### src/rtl/mem_port_b_arbiter_pkg.sv
`default_nettype none
// ============================================================================
// Module   : mem_arb_pkg
// Brief    : Shared widths, types and helpers for the memory port B arbiter.
// Revision : 1.0 - initial release
// ============================================================================
package mem_arb_pkg;

    localparam int ADDR_W = 18;
    localparam int DATA_W = 24;
    localparam int ID_W   = 3;

    typedef logic [ADDR_W-1:0] mem_addr_t;
    typedef logic [DATA_W-1:0] mem_word_t;

    // One slot of the in-flight return pipe: who is owed the word.
    typedef struct packed {
        logic            valid;
        logic [ID_W-1:0] id;
    } inflight_t;

    // Encode a one-hot vector (up to 8 requesters) into a requester index.
    // The OR-accumulation is exact for one-hot input and zero for no grant.
    function automatic logic [ID_W-1:0] onehot_to_id(input logic [7:0] onehot);
        logic [ID_W-1:0] v_id;
        v_id = '0;
        for (int i = 0; i < 8; i++) begin
            if (onehot[i]) begin
                v_id = v_id | ID_W'(i);
            end
        end
        return v_id;
    endfunction

endpackage
`default_nettype wire

### src/rtl/mem_port_b_arbiter_if.sv
`default_nettype none
// ============================================================================
// Module   : mem_port_b_arbiter_if
// Brief    : Requester / memory port B bundle for the port B arbiter.
//            slave  = arbiter side, master = requesters plus the RAM port.
// Revision : 1.0 - initial release
// ============================================================================
interface mem_port_b_arbiter_if
    import mem_arb_pkg::*;
#(
    parameter int NUM_REQ = 2
);
    logic [NUM_REQ-1:0]        req;
    logic [NUM_REQ*ADDR_W-1:0] req_addr;
    logic [NUM_REQ-1:0]        lock;
    logic [NUM_REQ-1:0]        gnt;
    mem_addr_t                 address_b;
    mem_word_t                 read_data_b;
    logic [NUM_REQ-1:0]        rvalid;
    mem_word_t                 rdata;
    logic                      busy;

    modport slave (
        input  req, req_addr, lock, read_data_b,
        output gnt, address_b, rvalid, rdata, busy
    );

    modport master (
        output req, req_addr, lock, read_data_b,
        input  gnt, address_b, rvalid, rdata, busy
    );

endinterface
`default_nettype wire

### src/rtl/mem_port_b_arbiter_rr_priority_picker.sv
`default_nettype none
// ============================================================================
// Module   : rr_priority_picker
// Brief    : Rotate requests so the pointer index is bit 0, pick the lowest
//            set bit, rotate the one-hot result back. Purely combinational.
// Revision : 1.0 - initial release
// ============================================================================
module rr_priority_picker #(
    parameter int NUM_REQ = 2,
    parameter int PTR_W   = 1
) (
    input  logic [NUM_REQ-1:0] req,
    input  logic [PTR_W-1:0]   ptr,
    output logic [NUM_REQ-1:0] gnt
);

    logic [NUM_REQ-1:0] w_rot_req;
    logic [NUM_REQ-1:0] w_rot_gnt;

    // Rotate right by ptr: rotated bit j is requester (ptr + j) mod NUM_REQ.
    always_comb begin
        logic [PTR_W-1:0] v_idx;
        w_rot_req = '0;
        for (int j = 0; j < NUM_REQ; j++) begin
            v_idx        = PTR_W'((int'(ptr) + j) % NUM_REQ);
            w_rot_req[j] = req[v_idx];
        end
    end

    // Lowest set bit of the rotated vector wins.
    assign w_rot_gnt = w_rot_req & (~w_rot_req + NUM_REQ'(1));

    // Rotate the winner back into requester numbering.
    always_comb begin
        logic [PTR_W-1:0] v_idx;
        gnt = '0;
        for (int j = 0; j < NUM_REQ; j++) begin
            v_idx      = PTR_W'((int'(ptr) + j) % NUM_REQ);
            gnt[v_idx] = w_rot_gnt[j];
        end
    end

endmodule
`default_nettype wire

### src/rtl/mem_port_b_arbiter.sv
`default_nettype none
// ============================================================================
// Module   : mem_port_b_arbiter
// Brief    : Round-robin arbiter sharing the read-only port B of memory_stage
//            between NUM_REQ requesters. One read issued per cycle, data
//            returned to its owner READ_LATENCY+1 cycles after the grant.
//            Optional grant locking is built when MEM_ARB_LOCK_EN is defined.
// Revision : 1.0 - initial release
// ============================================================================
module mem_port_b_arbiter
    import mem_arb_pkg::*;
#(
    parameter int NUM_REQ      = 2,
    parameter int READ_LATENCY = 1,
    parameter int MAX_LOCK     = 16
) (
    input  logic                 clk,
    input  logic                 rst,
    mem_port_b_arbiter_if.slave  bus
);

    localparam int c_ptr_w = (NUM_REQ > 1) ? $clog2(NUM_REQ) : 1;

    logic [c_ptr_w-1:0] r_ptr;
    logic [NUM_REQ-1:0] w_pick;
    logic [NUM_REQ-1:0] w_gnt_raw;
    logic [NUM_REQ-1:0] w_gnt;
    logic               w_grant_any;
    logic [ID_W-1:0]    w_gnt_id;
    mem_addr_t          w_gnt_addr;
    mem_addr_t          r_address_b;
    inflight_t          r_pipe [READ_LATENCY+1];

    rr_priority_picker #(
        .NUM_REQ (NUM_REQ),
        .PTR_W   (c_ptr_w)
    ) u_picker (
        .req (bus.req),
        .ptr (r_ptr),
        .gnt (w_pick)
    );

`ifdef MEM_ARB_LOCK_EN
    localparam int c_cnt_w = $clog2(MAX_LOCK + 1);

    logic [NUM_REQ-1:0] r_prev_gnt;
    logic [c_cnt_w-1:0] r_lock_cnt;
    logic               w_hold;

    // The previous holder keeps the port while it locks and has budget left.
    assign w_hold    = (|(r_prev_gnt & bus.req & bus.lock)) &&
                       (r_lock_cnt < c_cnt_w'(MAX_LOCK - 1));
    assign w_gnt_raw = w_hold ? r_prev_gnt : w_pick;

    // Track the last holder and how many re-grants it has consumed.
    always_ff @(posedge clk) begin
        if (!rst) begin
            r_prev_gnt <= '0;
            r_lock_cnt <= '0;
        end else begin
            r_prev_gnt <= w_gnt;
            if (w_hold) begin
                r_lock_cnt <= r_lock_cnt + c_cnt_w'(1);
            end else begin
                r_lock_cnt <= '0;
            end
        end
    end
`else
    logic w_unused_lock;

    assign w_gnt_raw     = w_pick;
    assign w_unused_lock = ^{bus.lock, 32'(MAX_LOCK)};
`endif

    // No grant may leak out while reset is asserted.
    assign w_gnt       = rst ? w_gnt_raw : '0;
    assign w_grant_any = |w_gnt;
    assign w_gnt_id    = onehot_to_id(8'(w_gnt));

    // Select the winning requester's address.
    always_comb begin
        w_gnt_addr = '0;
        for (int i = 0; i < NUM_REQ; i++) begin
            if (w_gnt[i]) begin
                w_gnt_addr = bus.req_addr[i*ADDR_W +: ADDR_W];
            end
        end
    end

    // Issue the read, advance the RR pointer and shift the return pipe.
    always_ff @(posedge clk) begin
        if (!rst) begin
            r_ptr       <= '0;
            r_address_b <= '0;
            for (int i = 0; i <= READ_LATENCY; i++) begin
                r_pipe[i] <= '0;
            end
        end else begin
            r_pipe[0] <= inflight_t'({w_grant_any, w_gnt_id});
            for (int i = 1; i <= READ_LATENCY; i++) begin
                r_pipe[i] <= r_pipe[i-1];
            end
            if (w_grant_any) begin
                r_address_b <= w_gnt_addr;
                if (w_gnt_id == ID_W'(NUM_REQ - 1)) begin
                    r_ptr <= '0;
                end else begin
                    r_ptr <= c_ptr_w'(w_gnt_id + ID_W'(1));
                end
            end
        end
    end

    // The last pipe stage lines up with read_data_b; decode its owner.
    always_comb begin
        bus.rvalid = '0;
        for (int i = 0; i < NUM_REQ; i++) begin
            bus.rvalid[i] = r_pipe[READ_LATENCY].valid &&
                            (r_pipe[READ_LATENCY].id == ID_W'(i));
        end
    end

    // Busy whenever any issued read has not yet returned.
    always_comb begin
        bus.busy = 1'b0;
        for (int i = 0; i <= READ_LATENCY; i++) begin
            bus.busy = bus.busy | r_pipe[i].valid;
        end
    end

    assign bus.gnt       = w_gnt;
    assign bus.address_b = r_address_b;
    assign bus.rdata     = (|bus.rvalid) ? bus.read_data_b : '0;

endmodule
`default_nettype wire

### src/flat_wrapper.sv
// flat-port wrapper written by rule: the top's interface ports become plain ports
module mem_port_b_arbiter_flat import mem_arb_pkg::*;
#(
    parameter int NUM_REQ      = 2,
    parameter int READ_LATENCY = 1,
    parameter int MAX_LOCK     = 16
)
  (clk, rst, bus_req, bus_req_addr, bus_lock, bus_read_data_b, bus_gnt, bus_address_b, bus_rvalid, bus_rdata, bus_busy);
  mem_port_b_arbiter_if #(.NUM_REQ(NUM_REQ)) bus_i ();
  input  logic clk;
  input  logic rst;
  input wire logic [$bits(bus_i.req)-1:0] bus_req;
  input wire logic [$bits(bus_i.req_addr)-1:0] bus_req_addr;
  input wire logic [$bits(bus_i.lock)-1:0] bus_lock;
  input wire logic [$bits(bus_i.read_data_b)-1:0] bus_read_data_b;
  output wire logic [$bits(bus_i.gnt)-1:0] bus_gnt;
  output wire logic [$bits(bus_i.address_b)-1:0] bus_address_b;
  output wire logic [$bits(bus_i.rvalid)-1:0] bus_rvalid;
  output wire logic [$bits(bus_i.rdata)-1:0] bus_rdata;
  output wire logic [$bits(bus_i.busy)-1:0] bus_busy;
  assign bus_i.req = bus_req;
  assign bus_i.req_addr = bus_req_addr;
  assign bus_i.lock = bus_lock;
  assign bus_i.read_data_b = bus_read_data_b;
  assign bus_gnt = bus_i.gnt;
  assign bus_address_b = bus_i.address_b;
  assign bus_rvalid = bus_i.rvalid;
  assign bus_rdata = bus_i.rdata;
  assign bus_busy = bus_i.busy;
  mem_port_b_arbiter #(.NUM_REQ(NUM_REQ), .READ_LATENCY(READ_LATENCY), .MAX_LOCK(MAX_LOCK)) u_core (.clk(clk), .rst(rst), .bus(bus_i));
endmodule
### config.mk
export PLATFORM = sky130hd
export DESIGN_NAME = mem_port_b_arbiter_flat
export DESIGN_NICKNAME = d
export VERILOG_FILES = /design/src/rtl/mem_port_b_arbiter_pkg.sv /design/src/rtl/mem_port_b_arbiter_if.sv /design/src/rtl/mem_port_b_arbiter_rr_priority_picker.sv /design/src/rtl/mem_port_b_arbiter.sv /design/src/flat_wrapper.sv
export SDC_FILE = /design/constraint.sdc
export NUM_CORES = 1
export LEC_CHECK = 0
export CORE_MARGIN = 8
export CORE_UTILIZATION = 25
export DETAILED_ROUTE_END_ITERATION = 8
export HOLD_SLACK_MARGIN = 0.12
export PLACE_DENSITY = 0.69
export SYNTH_ARGS = -nofsm -noshare
export SYNTH_HDL_FRONTEND = slang
export SYNTH_SLANG_ARGS = --single-unit
### constraint.sdc
create_clock -name clk -period 1.4 [get_ports clk]
set_input_delay 0.28 -clock clk [delete_from_list [all_inputs] [get_ports clk]]
set_output_delay 0.28 -clock clk [all_outputs]
set_load 0.005 [all_outputs]
==> out/qor.csv <==
stage,metric,value,unit
yosys,synth_cell_type_count,21,
worst_setup_path,end_kind,primary output,
floorplan,floorplan.die_area,0.00722,mm2
placed_design,dpl_cell_area,0.00239,mm2
yosys,synth_xor_area_share,0,%
final_layout,diodes,0,
worst_setup_path,cp.arrival,1.13,ns
clock_tree,cts.sinks,23,
timing,clock_skew,0.000830,ns
final_layout,final_util,52.6,%
timing,rsz0062_at_grt,yes,
power_and_ir_drop,p_leak,1.28,nW
yosys,ys.warnings.count,0,
yosys,synth_top_family_by_area,simple AND/OR/NAND/NOR gates,
clock_tree,clkTransAtPathRegs,0.08,ns
timing,min_period_over_period,101,%
yosys,synth_area_per_cell,8.55,um2
grt,grt-ovfl-total,0,
floorplan,die_w,85.0,um
power_and_ir_drop,intPower,0.00125,W
yosys,syn_area,0.00119,mm2
clock_tree,cts_root_buffer,clkbuf_8,
final_layout,layout_commonest_cell,clkdlybuf4s50_1,
drt,drtIter0Drc,28,
drt,vias_per_cell,4.68,
timing,clock.fmax,709,MHz
yosys,ys_seq_elements,23,
yosys,synth_top_area_share,38.7,%
worst_setup_path,start_kind,flop,
yosys,syn_nets,205,
drt,wirelength,5040,um
final_layout,drive_gt1_share,26.5,%
final_layout,fin_nets,327,
yosys,synth_compound_area_share,20.7,%
floorplan,core_region_area,0.00466,mm2
timing,fin_ws,-0.0105,ns
min_path,hold_path.class,reg -> reg,
worst_setup_path,path_class,reg -> out,
power_and_ir_drop,power,0.00168,W
placed_design,portBuffers,110,
power_and_ir_drop,switchingPower,0.000428,W
floorplan,start_util,25.5,%
timing,worst_slew_pin_slew,0.336,ns
grt,antenna_found_initial,0,
final_layout,final_area,0.00245,mm2
yosys,seq_area_frac_synth,38.7,%
clock_tree,clkLatencyLatePin,0.26,ns
placed_design,gp_congestion,0.756,
power_and_ir_drop,power_frac_seq,43.4,%
grt,grt_pass1_vias,1497,
yosys,synthMuxAreaShare,0,%
power_and_ir_drop,p_per_area,687,mW/mm2
yosys,synth_adder_area_share,0,%
floorplan,die_h,85.0,um
floorplan,core.rowCount,25,
power_and_ir_drop,switching_share,25.5,%
yosys,synth.area.top_cells,"dfxtp_1 39%, and2_1 15%, nor4bb_1 6.7%",
drt,antenna_left,0,
final_layout,area_delta_synth_final,106,%
timing,fin_crit,1.41,ns
floorplan,io_pins,113,
outcome,outcome,"finished, violations left",
run,maxCapViolCount,0,
final_layout,nFillCells,454,
clock_tree,htreeDepth,1,
clock_tree,cts-buffers-inserted,3,
grt,grt_pass1_wl,7800,um
yosys,syn_inst,139,
grt,grtUsageTotal,13.3,%
timing,final_hold_viol_count,0,
clock_tree,cts.path.max_buffers,2,
worst_setup_path,critPathMaxFanout,5,
timing,max-slew-margin-rel,77.6,%
placed_design,dpl.hpwl,3940,um
power_and_ir_drop,p_clk_share,24.9,%
grt,grt_max_degree,31,
yosys,synth_area_leader_cell,dfxtp_1,
power_and_ir_drop,peakVddDrop,0.000513,V
drt,dr.pass1.iters,4,
placed_design,preCtsSetupSlack,-0.592,ns
clock_tree,ctsHoldBuffers,0,
timing,drv_slew,0,
clock_tree,cts_tree,yes,
yosys,synth-simple-area-share,34.4,%
power_and_ir_drop,comb_power_share,31.7,%
timing,setup_viol_count_final,3,
drt,drc,0,
worst_setup_path,critPathRequiredTime,1.12,ns
drt,wl_per_cell,16.0,um
final_layout,mostFrequentLayoutCells,"61 x clkdlybuf4s50_1, 22 x and2_1, 21 x nand2_1",
outcome,violations,setup timing,
drt,vias,1470,
## kinds of logic after synthesis
family                 count (synthesis)
AND/OR/NAND/NOR                       69
AO/OA/AOI/OAI                         33
flip-flops                            23
buffers and inverters                 14
## power by group through the flow
stage | registers, W | logic [W] | clock network (W)
after global routing | 0.000737 | 0.000578 | 0.000475
final | 0.000731 | 0.000533 | 0.000419
after detailed placement | 0.000746 | 0.000542 | 0
after CTS | 0.000730 | 0.000522 | 0.000432
after floorplan | 0.000747 | 0.000161 | 0
after global placement | 0.000744 | 0.000540 | 0
## final timing paths
check / start / end / slack (ns) / cells past startpoint
max: u_core.r_pipe[0][7] / bus_rdata[5] / -0.01 / 4
min: u_core.r_pipe[0][0] / u_core.r_pipe[0][4] / 0.44 / 1
max reg2reg: u_core.r_ptr / u_core.bus.address_b[7] / 0.06 / 6
min reg2reg: u_core.r_pipe[0][0] / u_core.r_pipe[0][4] / 0.44 / 1
## per-stage QoR
step	std cells	hold slack, ns	TNS (ns)
after floorplan	139	0.398	0
after global placement	303	0.419	-11.51
after detailed placement	303	0.425	-12.24
after CTS	311	0.446	-0.147
after global routing	314	0.467	-0.356
final	314	0.443	-0.0246
## critical path, cell delays in order, from the launching register on
cell,delay (ns)
dfxtp_4,0.36
buf_6,0.12
buf_6,0.11
and2_1,0.14
buf_2,0.12
## cell type report
class | count | area [um2] | share of cell area, %
sequential | 23 | 473 | 19.3
clock inverter | 1 | 5.00 | 0.204
inverter | 3 | 11.3 | 0.460
clock buffer | 3 | 41.3 | 1.69
tap | 54 | 67.6 | 2.76
timing repair buffer | 128 | 1170 | 47.8
multi-input combinational | 102 | 681 | 27.8
## Yosys cell counts (all sizes together)
master and instances:
o21a 1, nor4bb 8, and2 28, clkbuf 4, and3 8, a31oi 10
nand2 21, a21oi 1, a211o 8, or2 2, o31ai 10, buf 7
a21boi 1, inv 3, nor2b 2, dfxtp 23, o21ai 1, a21bo 1
## flip-flops by register name, summed over array words and instances (netlist names)
signal and flops:
u_core.bus.address_b 18, u_core.r_pipe 4, u_core.r_ptr 1
## routing by layer
metal  share of wire (%)  GRT usage [%]  routed length (um)  vias to the layer above
met5                   0              0                   0                        -
met4                0.24           1.94                  12                        0
met3                 8.7           6.18                 437                        2
met2                  42           20.5                2110                       75
met1                  49           16.7                2480                      657
li1                    -              -                   -                      736
## what timing repair did
action                     CTS  global route
setup endpoints to repair   49            41
gates cloned                 1             0
buffers inserted             3             3
pin swaps                    1             9
gates resized for setup    117            36
Power figures use the tool's default switching activity.
